==> src/rtl/ldpc_concat_pkg.sv <==
// Shared types and parameter-field helpers for the LDPC frame concatenator.
// The RATIOS/LENGTHS parameters are flat vectors with one fixed-width field
// per channel. The helpers take them zero-extended to the maximum channel
// count, so they work for any NUM_CH.
package ldpc_concat_pkg;

  typedef enum logic [1:0] {
    ST_IDLE  = 2'd0,
    ST_FETCH = 2'd1,
    ST_SHIFT = 2'd2
  } state_e;

  localparam int RATIO_W  = 8;
  localparam int LENGTH_W = 16;
  localparam int MAX_CH   = 8;

  function automatic logic [RATIO_W-1:0] ratio_of(
    input logic [MAX_CH*RATIO_W-1:0] ratios,
    input int                        c
  );
    return ratios[c*RATIO_W +: RATIO_W];
  endfunction

  function automatic logic [LENGTH_W-1:0] length_of(
    input logic [MAX_CH*LENGTH_W-1:0] lengths,
    input int                         c
  );
    return lengths[c*LENGTH_W +: LENGTH_W];
  endfunction

endpackage

==> src/rtl/ldpc_concat_out_reg.sv <==
// Single-entry valid/ready output register carrying a data word and a last
// flag. o_free tells the producer it may load this cycle. Contents are held
// while the word is valid and downstream is not ready.
module ldpc_concat_out_reg
  import ldpc_concat_pkg::*;
#(
  parameter int WIDTH = 8
) (
  input  logic             i_clock,
  input  logic             i_reset,
  input  logic             i_load,
  input  logic [WIDTH-1:0] i_data,
  input  logic             i_last,
  input  logic             i_ready,
  output logic             o_valid,
  output logic [WIDTH-1:0] o_data,
  output logic             o_last,
  output logic             o_free
);

  logic             valid_q, valid_d;
  logic [WIDTH-1:0] data_q, data_d;
  logic             last_q, last_d;

  // Load a new word, or drop valid once downstream has taken the current one.
  always_comb begin
    valid_d = valid_q;
    data_d  = data_q;
    last_d  = last_q;
    if (i_load) begin
      valid_d = 1'b1;
      data_d  = i_data;
      last_d  = i_last;
    end else if (i_ready) begin
      valid_d = 1'b0;
    end
  end

  // Output register state.
  always_ff @(posedge i_clock or posedge i_reset) begin
    if (i_reset) begin
      valid_q <= 1'b0;
      data_q  <= '0;
      last_q  <= 1'b0;
    end else begin
      valid_q <= valid_d;
      data_q  <= data_d;
      last_q  <= last_d;
    end
  end

  assign o_valid = valid_q;
  assign o_data  = data_q;
  assign o_last  = last_q;
  assign o_free  = !valid_q || i_ready;

endmodule

==> src/rtl/ldpc_concatenator_n.sv <==
// LDPC frame concatenator. Each frame walks the enabled channels in ascending
// order. It takes LENGTHS[c] output words from each channel by splitting its
// wide input words into RATIOS[c] subwords, emitted LSB first.
// Optional build macro: LDPC_CONCAT_STATS_EN adds o_frame_count and o_stall.
//
// state    | meaning
// ST_IDLE  | between frames; latch channel mask, pick lowest enabled channel
// ST_FETCH | waiting for an input word on the current channel
// ST_SHIFT | emitting the remaining subwords of the fetched word
module ldpc_concatenator_n
  import ldpc_concat_pkg::*;
#(
  parameter int                          NUM_CH    = 3,
  parameter int                          OUT_WIDTH = 8,
  parameter int                          CH_WIDTH  = 96,
  parameter logic [NUM_CH*RATIO_W-1:0]   RATIOS    = {8'd12, 8'd12, 8'd1},
  parameter logic [NUM_CH*LENGTH_W-1:0]  LENGTHS   = {16'd132, 16'd12, 16'd144}
) (
  input  logic                       i_clock,
  input  logic                       i_reset,
  input  logic [NUM_CH*CH_WIDTH-1:0] i_in_data,
  input  logic [NUM_CH-1:0]          i_in_valid,
  output logic [NUM_CH-1:0]          o_in_ready,
  input  logic [NUM_CH-1:0]          i_ch_enable,
  output logic [OUT_WIDTH-1:0]       o_out_data,
  output logic                       o_out_valid,
  output logic                       o_out_last,
  input  logic                       i_out_ready
`ifdef LDPC_CONCAT_STATS_EN
  ,
  output logic [15:0]                o_frame_count,
  output logic                       o_stall
`endif
);

  localparam int CH_W = $clog2(NUM_CH);
  localparam logic [MAX_CH*RATIO_W-1:0]  RATIOS_X  = (MAX_CH*RATIO_W)'(RATIOS);
  localparam logic [MAX_CH*LENGTH_W-1:0] LENGTHS_X = (MAX_CH*LENGTH_W)'(LENGTHS);

  state_e                state_q, state_d;
  logic [NUM_CH-1:0]     mask_q, mask_d;
  logic [CH_W-1:0]       cur_q, cur_d;
  logic [LENGTH_W-1:0]   cnt_q, cnt_d;
  logic [RATIO_W-1:0]    sub_q, sub_d;
  logic [CH_WIDTH-1:0]   shift_q, shift_d;

  logic                  out_free;
  logic                  load;
  logic [OUT_WIDTH-1:0]  load_data;
  logic                  load_last;
  logic                  emit;

  logic [CH_W-1:0]       first_ch, nxt_ch;
  logic                  first_any, nxt_any;
  logic [RATIO_W-1:0]    cur_ratio;
  logic [LENGTH_W-1:0]   first_len, nxt_len;
  logic [CH_WIDTH-1:0]   cur_word;
  logic                  in_valid_cur;

  // Lowest channel of the incoming mask, and next enabled channel above cur.
  always_comb begin
    first_ch  = '0;
    first_any = 1'b0;
    nxt_ch    = '0;
    nxt_any   = 1'b0;
    for (int c = NUM_CH - 1; c >= 0; c--) begin
      if (i_ch_enable[c]) begin
        first_any = 1'b1;
        first_ch  = CH_W'(c);
      end
      if (mask_q[c] && (c > int'(cur_q))) begin
        nxt_any = 1'b1;
        nxt_ch  = CH_W'(c);
      end
    end
  end

  assign cur_ratio    = ratio_of(RATIOS_X, int'(cur_q));
  assign first_len    = length_of(LENGTHS_X, int'(first_ch));
  assign nxt_len      = length_of(LENGTHS_X, int'(nxt_ch));
  assign cur_word     = i_in_data[int'(cur_q)*CH_WIDTH +: CH_WIDTH];
  assign in_valid_cur = i_in_valid[cur_q];

  // Next-state, counters and output-register load control.
  always_comb begin
    state_d    = state_q;
    mask_d     = mask_q;
    cur_d      = cur_q;
    cnt_d      = cnt_q;
    sub_d      = sub_q;
    shift_d    = shift_q;
    o_in_ready = '0;
    emit       = 1'b0;
    load       = 1'b0;
    load_data  = cur_word[OUT_WIDTH-1:0];
    load_last  = 1'b0;

    case (state_q)
      ST_IDLE: begin
        if (first_any) begin
          mask_d  = i_ch_enable;
          cur_d   = first_ch;
          cnt_d   = first_len;
          sub_d   = '0;
          state_d = ST_FETCH;
        end
      end
      ST_FETCH: begin
        o_in_ready[cur_q] = out_free;
        if (out_free && in_valid_cur) begin
          emit      = 1'b1;
          load_data = cur_word[OUT_WIDTH-1:0];
          shift_d   = cur_word >> OUT_WIDTH;
          sub_d     = RATIO_W'(1);
          if (cur_ratio > RATIO_W'(1)) begin
            state_d = ST_SHIFT;
          end
        end
      end
      ST_SHIFT: begin
        if (out_free) begin
          emit      = 1'b1;
          load_data = shift_q[OUT_WIDTH-1:0];
          shift_d   = shift_q >> OUT_WIDTH;
          sub_d     = sub_q + RATIO_W'(1);
          if (sub_q == cur_ratio - RATIO_W'(1)) begin
            state_d = ST_FETCH;
          end
        end
      end
      default: state_d = ST_IDLE;
    endcase

    // The channel's word budget overrides the subword sequencing: leftover
    // subwords are dropped and the next channel is fetched straight away.
    if (emit) begin
      load  = 1'b1;
      cnt_d = cnt_q - LENGTH_W'(1);
      if (cnt_q == LENGTH_W'(1)) begin
        shift_d = '0;
        sub_d   = '0;
        if (nxt_any) begin
          cur_d   = nxt_ch;
          cnt_d   = nxt_len;
          state_d = ST_FETCH;
        end else begin
          load_last = 1'b1;
          state_d   = ST_IDLE;
        end
      end
    end
  end

  // Sequencer state.
  always_ff @(posedge i_clock or posedge i_reset) begin
    if (i_reset) begin
      state_q <= ST_IDLE;
      mask_q  <= '0;
      cur_q   <= '0;
      cnt_q   <= '0;
      sub_q   <= '0;
      shift_q <= '0;
    end else begin
      state_q <= state_d;
      mask_q  <= mask_d;
      cur_q   <= cur_d;
      cnt_q   <= cnt_d;
      sub_q   <= sub_d;
      shift_q <= shift_d;
    end
  end

  ldpc_concat_out_reg #(
    .WIDTH (OUT_WIDTH)
  ) u_out_reg (
    .i_clock (i_clock),
    .i_reset (i_reset),
    .i_load  (load),
    .i_data  (load_data),
    .i_last  (load_last),
    .i_ready (i_out_ready),
    .o_valid (o_out_valid),
    .o_data  (o_out_data),
    .o_last  (o_out_last),
    .o_free  (out_free)
  );

`ifdef LDPC_CONCAT_STATS_EN
  logic [15:0] frame_cnt_q, frame_cnt_d;

  // Count completed frames; the 16-bit wrap is intentional.
  always_comb begin
    frame_cnt_d = frame_cnt_q;
    if (o_out_valid && o_out_last && i_out_ready) begin
      frame_cnt_d = frame_cnt_q + 16'd1;
    end
  end

  // Frame counter register.
  always_ff @(posedge i_clock or posedge i_reset) begin
    if (i_reset) begin
      frame_cnt_q <= '0;
    end else begin
      frame_cnt_q <= frame_cnt_d;
    end
  end

  assign o_frame_count = frame_cnt_q;
  assign o_stall       = (state_q == ST_FETCH) && out_free && !in_valid_cur;
`endif

endmodule

==> config.mk <==
export PLATFORM = sky130hd
export DESIGN_NAME = ldpc_concatenator_n
export DESIGN_NICKNAME = d
export VERILOG_FILES = /design/src/rtl/ldpc_concat_pkg.sv /design/src/rtl/ldpc_concat_out_reg.sv /design/src/rtl/ldpc_concatenator_n.sv
export SDC_FILE = /design/constraint.sdc
export NUM_CORES = 1
export LEC_CHECK = 0
export CAP_MARGIN = 5
export CORE_MARGIN = 4
export CORE_UTILIZATION = 30
export DETAILED_ROUTE_END_ITERATION = 8
export GPL_TIMING_DRIVEN = 0
export HOLD_SLACK_MARGIN = 0.02
export SLEW_MARGIN = 20
export SYNTH_ARGS = -nofsm -noshare
export SYNTH_HDL_FRONTEND = slang
export SYNTH_SLANG_ARGS = --single-unit
==> constraint.sdc <==
create_clock -name i_clock -period 15 [get_ports i_clock]
set_input_delay 4.5 -clock i_clock [delete_from_list [all_inputs] [get_ports i_clock]]
set_output_delay 4.5 -clock i_clock [all_outputs]
set_load 0.005 [all_outputs]
-- Word-level counts from Yosys, hierarchy flattened
Cells that the tools add are included.
- register bits: 137
- input port bits: 297
- output and inout port bits: 13
- $add $sub $neg: 3
- multiply operators: 1
- magnitude comparators: 5
- equality and inequality tests: 4
- shifts and indexed selects: 4
- multiplexer cells: 56
- bitwise operators: 1
- reductions and logical operators: 12
- operators by type and width (cell ; number):
    two-way mux 96 bit ; 4
    indexed part select 288 x 10 -> 96 bit ; 1
    indexed part select 128 x 7 -> 16 bit (first input constant) ; 2
    case mux 96 bit (2 select lines) ; 1
    two-way mux 16 bit ; 5
    indexed part select 64 x 6 -> 8 bit (first input constant) ; 1
    two-way mux 8 bit ; 7
    two-way mux 2 bit ; 17
    case mux 8 bit (3 select lines) ; 1
    == test 16 x 1 -> 1 bit (second input constant) ; 1
    two-way mux 1 bit ; 16
    subtractor 16 x 1 -> 16 bit (second input constant) ; 1
    adder 8 x 1 -> 8 bit (second input constant) ; 1
    == test 8 bit ; 1
    > comparator 8 x 1 -> 1 bit (second input constant) ; 1
    subtractor 8 x 1 -> 8 bit (second input constant) ; 1
    case mux 2 bit (3 select lines) ; 1
    nonzero test 2 bit ; 3
    logical AND 1 bit ; 4
    multiplier 2 x 2 -> 4 bit (second input constant) ; 1
    AND reduction 2 bit ; 2
    bitwise AND 3 bit ; 1
    less-than comparator 2 x 3 -> 1 bit (second input constant) ; 1
    two-way mux 3 bit ; 1
    11 further kinds ; 11

-- Depth between registers and ports, before layout
- depth in word-level cells: 8
- gate-level depth with buffers: 11

-- Modules after synthesis
Synthesis repeated with hierarchy kept, for this count alone.
- cells, all modules: 953
- area total of the unflattened synthesis: 8923.6 µm²
- by module, submodules not included (module ; instances ; cells each ; area an instance (µm²)):
    ldpc_concatenator_n ; 1 ; 930 ; 8510.7
    ldpc_concat_out_reg ; 1 ; 23 ; 412.9

-- Least setup slack after synthesis
No wires, ideal clock.
- path kind: input-to-output
- start: input port i_out_ready
- end: output port o_in_ready[0]
- arrival: 5166 ps
- required time: 10500 ps
- slack: 5334 ps
- stages: 4
- path through: nand2b_1 buf_2 clkbuf_1 and3_1
- cells in the longest elaborated chain, start to end: 3
- ends and longest elaborated chain (item ; RTL line ; source):
    start, declared ; ldpc_concatenator_n.sv:28 ; input logic i_out_ready
    logical OR 1 bit ; ldpc_concat_out_reg.sv:55 ; assign o_free = !valid_q || i_ready;
    bitwise AND 3 bit (no line) ; -- ;
    two-way mux 3 bit ; ldpc_concatenator_n.sv:98 ; case (state_q)
    end, declared ; ldpc_concatenator_n.sv:23 ; output logic [NUM_CH-1:0] o_in_ready,
No other way between the ends.

-- Worst setup path in the final report
Ends and elaborated chain as after synthesis.

==> out/summary.txt <==
final setup violating endpoints -> 0
Mapped Area -> 8540 sq um
sequential-to-total area share from yosys stat -> 39.8%
Yosys top cell by area -> dfrtp_1
die area -> 31200 sq um
commonest cells after routing, fill and taps aside -> clkdlybuf4s50_1, dfrtp_1, nand2_1
hold endpoint -> u_out_reg.o_data[0]
# rows -> 61
CP endpoint kind -> output port
Unique masters post-synth -> 54
Synth Instances -> 950
fin crit share -> 72.9%
Hold Crit Start -> u_out_reg.o_data[0]
Diodes inserted -> 0
First-pass DRT Iterations -> 9
Mean Syn Cell Area -> 8.99 sq um
post-route design area -> 12700 sq um
vias per inst -> 5.29
startpoint types -> input port
Die Y -> 177 um
CTS resizes -> 0
largest cells by area after synthesis -> dfrtp_1, mux2i_1, a222oi_1, o21ai_0, nand2_1
Max-Cap Viols -> 0
min Tclk post-route -> 10.94 ns
clk buf depth -> 2
end of the worst register-to-register path -> cnt_q[7]
WS Path Type -> input port to output port
clock root cell -> clkbuf_16
EDFF count, synth -> 0
WHS Path Cells -> 2
CTS tree -> built
Initial Utilization -> 30.6%
dpl hpwl -> 24400 um
synth-to-layout area growth -> 48.9%
maximum VDD drop -> 0.0710 mV
via count -> 8834
clk_skew -> 0.00894 ns
ys async rst share -> 100%
RSZ-0062 raised after global routing -> false
r2r setup slk -> 11.53 ns
CTS Sinks -> 136
vias in the first global route -> 8891
FMAX -> 0.0914 GHz
total grt overflow -> 0
Tightest Hold Check Type -> register to register
yosys warns -> 0
Max Slew Vio Count -> 0
post-route ant nets -> 0
first-pass GRT wire length -> 48600 um
DRC errors left -> 0
Worst Tran Pin Value -> 0.941 ns
Post CTS Setup Buffer Count -> 0
layout cells sized above 1 -> 7.82%
htree depth -> 4
P_leak -> 5.26 nW
Post-Syn Nets -> 1261
GRT Total Usage -> 19.7%
critical-path maximum fanout -> 10
DRT Wirelength -> 31900 um
DP Area -> 12100 sq um
PD cells -> 163 nW/um^2
hold buffers post-CTS -> 0
Fin. Hold Viols -> 0
commonest non-fill, non-tap cell in the layout -> clkdlybuf4s50_1
largest net degree at the start of global routing -> 79
worst rel slew slack -> 37.2%
initial antenna violation count -> 0
drt wl/cell -> 19.1 um
cts bufs inserted -> 17
later-pin clock latency in the skew report -> 0.42 ns
#FFs+latches synth -> 136
worst r2r src -> cur_q[0]
GPL Wtd Cong -> 0.862
area of the core -> 27900 sq um
Port Buf Inserts -> 309
chip width -> 177 um
Worst EP required -> 10.50 ns
final net count -> 1590
TNS Setup -> 0 ns
top_reg_cell synth -> dfrtp_1
Fill cells -> 2798
crit path launch -> i_out_ready
Reg2Reg Depth -> 9
initial DRC count -> 1089
Synth top area share -> 39.8%
IO Count -> 310
clock-pin transition on the worst setup and hold timing paths -> 0.06 ns
status -> finished clean
Worst EP arrival -> 6.44 ns
how the worst max path moves through the flow:
stage	to	slack (ns)
2_1_floorplan	o_in_ready[0]	5.33
3_3_place_gp	o_in_ready[2]	4.09
3_5_place_dp	o_in_ready[0]	4.07
4_1_cts	o_in_ready[0]	4.07
5_1_grt	o_in_ready[2]	3.97
6_report	o_in_ready[0]	4.06
routing by layer:
| layer | part of all wire [%] | global-route usage [%] | vias up |
|---|---|---|---|
| met2 | 48 | 33.5 | 338 |
| li1 | - | - | 4243 |
| met3 | 6.8 | 3.72 | 25 |
| met4 | 1.2 | 4.64 | 0 |
| met5 | 0 | 0 | - |
| met1 | 44 | 26.0 | 4228 |
where the power goes:
| part | switching (W) | internal (W) |
|---|---|---|
| Combinational | 0.000669 | 0.000464 |
| Clock | 0.000163 | 0.000247 |
| Sequential | 0.0000750 | 0.000457 |
| Total | 0.000907 | 0.00117 |
critical path, stage by stage:
cell	delay [ns]
clkdlybuf4s50_1	0.47
nand2b_1	0.10
buf_2	0.19
clkbuf_1	0.42
and3_1	0.23
clkdlybuf4s50_1	0.52
Yosys cell counts, drive strengths merged (2+ instances only):
master and count:
o22a 3, mux2 8, nor2 112, a222oi 82, nor4 9, dfrtp 136, o21a 5, xnor2 4
a22o 4, nand3 12, clkbuf 34, inv 14, nor4b 4, a221oi 2, nand2b 3, a21o 2
o311ai 4, o21ai 106, o31ai 14, nor3 18, and3 13, buf 56, or2 3, ha 14
a31oi 2, or4 3, o22ai 6, and2 2, nor2b 5, nor3b 6, nand4 3, a21oi 9
mux2i 92, a22oi 17, o211ai 9, nand2 124
cell families after synthesis:
logic type	synth area share [%]
buffers and inverters	5.77
AOI/OAI and AO/OA	23.4
and+or+nand+nor	16.7
muxes	11.8
adders and majority gates	2.05
xor gates and xnor gates	0.410
DFF	39.8
through the flow:
stage | total power, W | util [%] | instances | hold WS [ns] | setup WS, ns
floorplan | 0.00127 | - | 950 | 0.459 | 5.33
global placement | 0.00166 | 43.4 | 1637 | 0.464 | 4.09
detailed placement | 0.00167 | 43.5 | 1638 | 0.473 | 4.07
CTS | 0.00209 | 45.5 | 1670 | 0.487 | 4.07
global route | 0.00224 | 45.5 | 1670 | 0.512 | 3.97
finish | 0.00207 | 45.5 | 1670 | 0.480 | 4.06
flip-flops by register name, indices dropped and copies added, names as in the netlist:
signal             flops
shift_q               96
cnt_q                 16
sub_q                  8
u_out_reg.o_data       8
cur_q                  2
mask_q                 2
state_q                2
u_out_reg.o_last       1
u_out_reg.o_valid      1
layout make-up:
class                           instances  area, sq um  share of cell area (%)
Timing Repair Buffer                  310         3120                    24.5
Buffer                                 90          440                    3.46
Clock inverter                          9         90.1                   0.708
Clock buffer                           23          488                    3.84
Multi-Input combinational cell        710         4650                    36.5
Inverter                               14         60.1                   0.472
Sequential cell                       136         3400                    26.7
Tap cell                              378          473                    3.72
(Power assumes the default switching activity.)
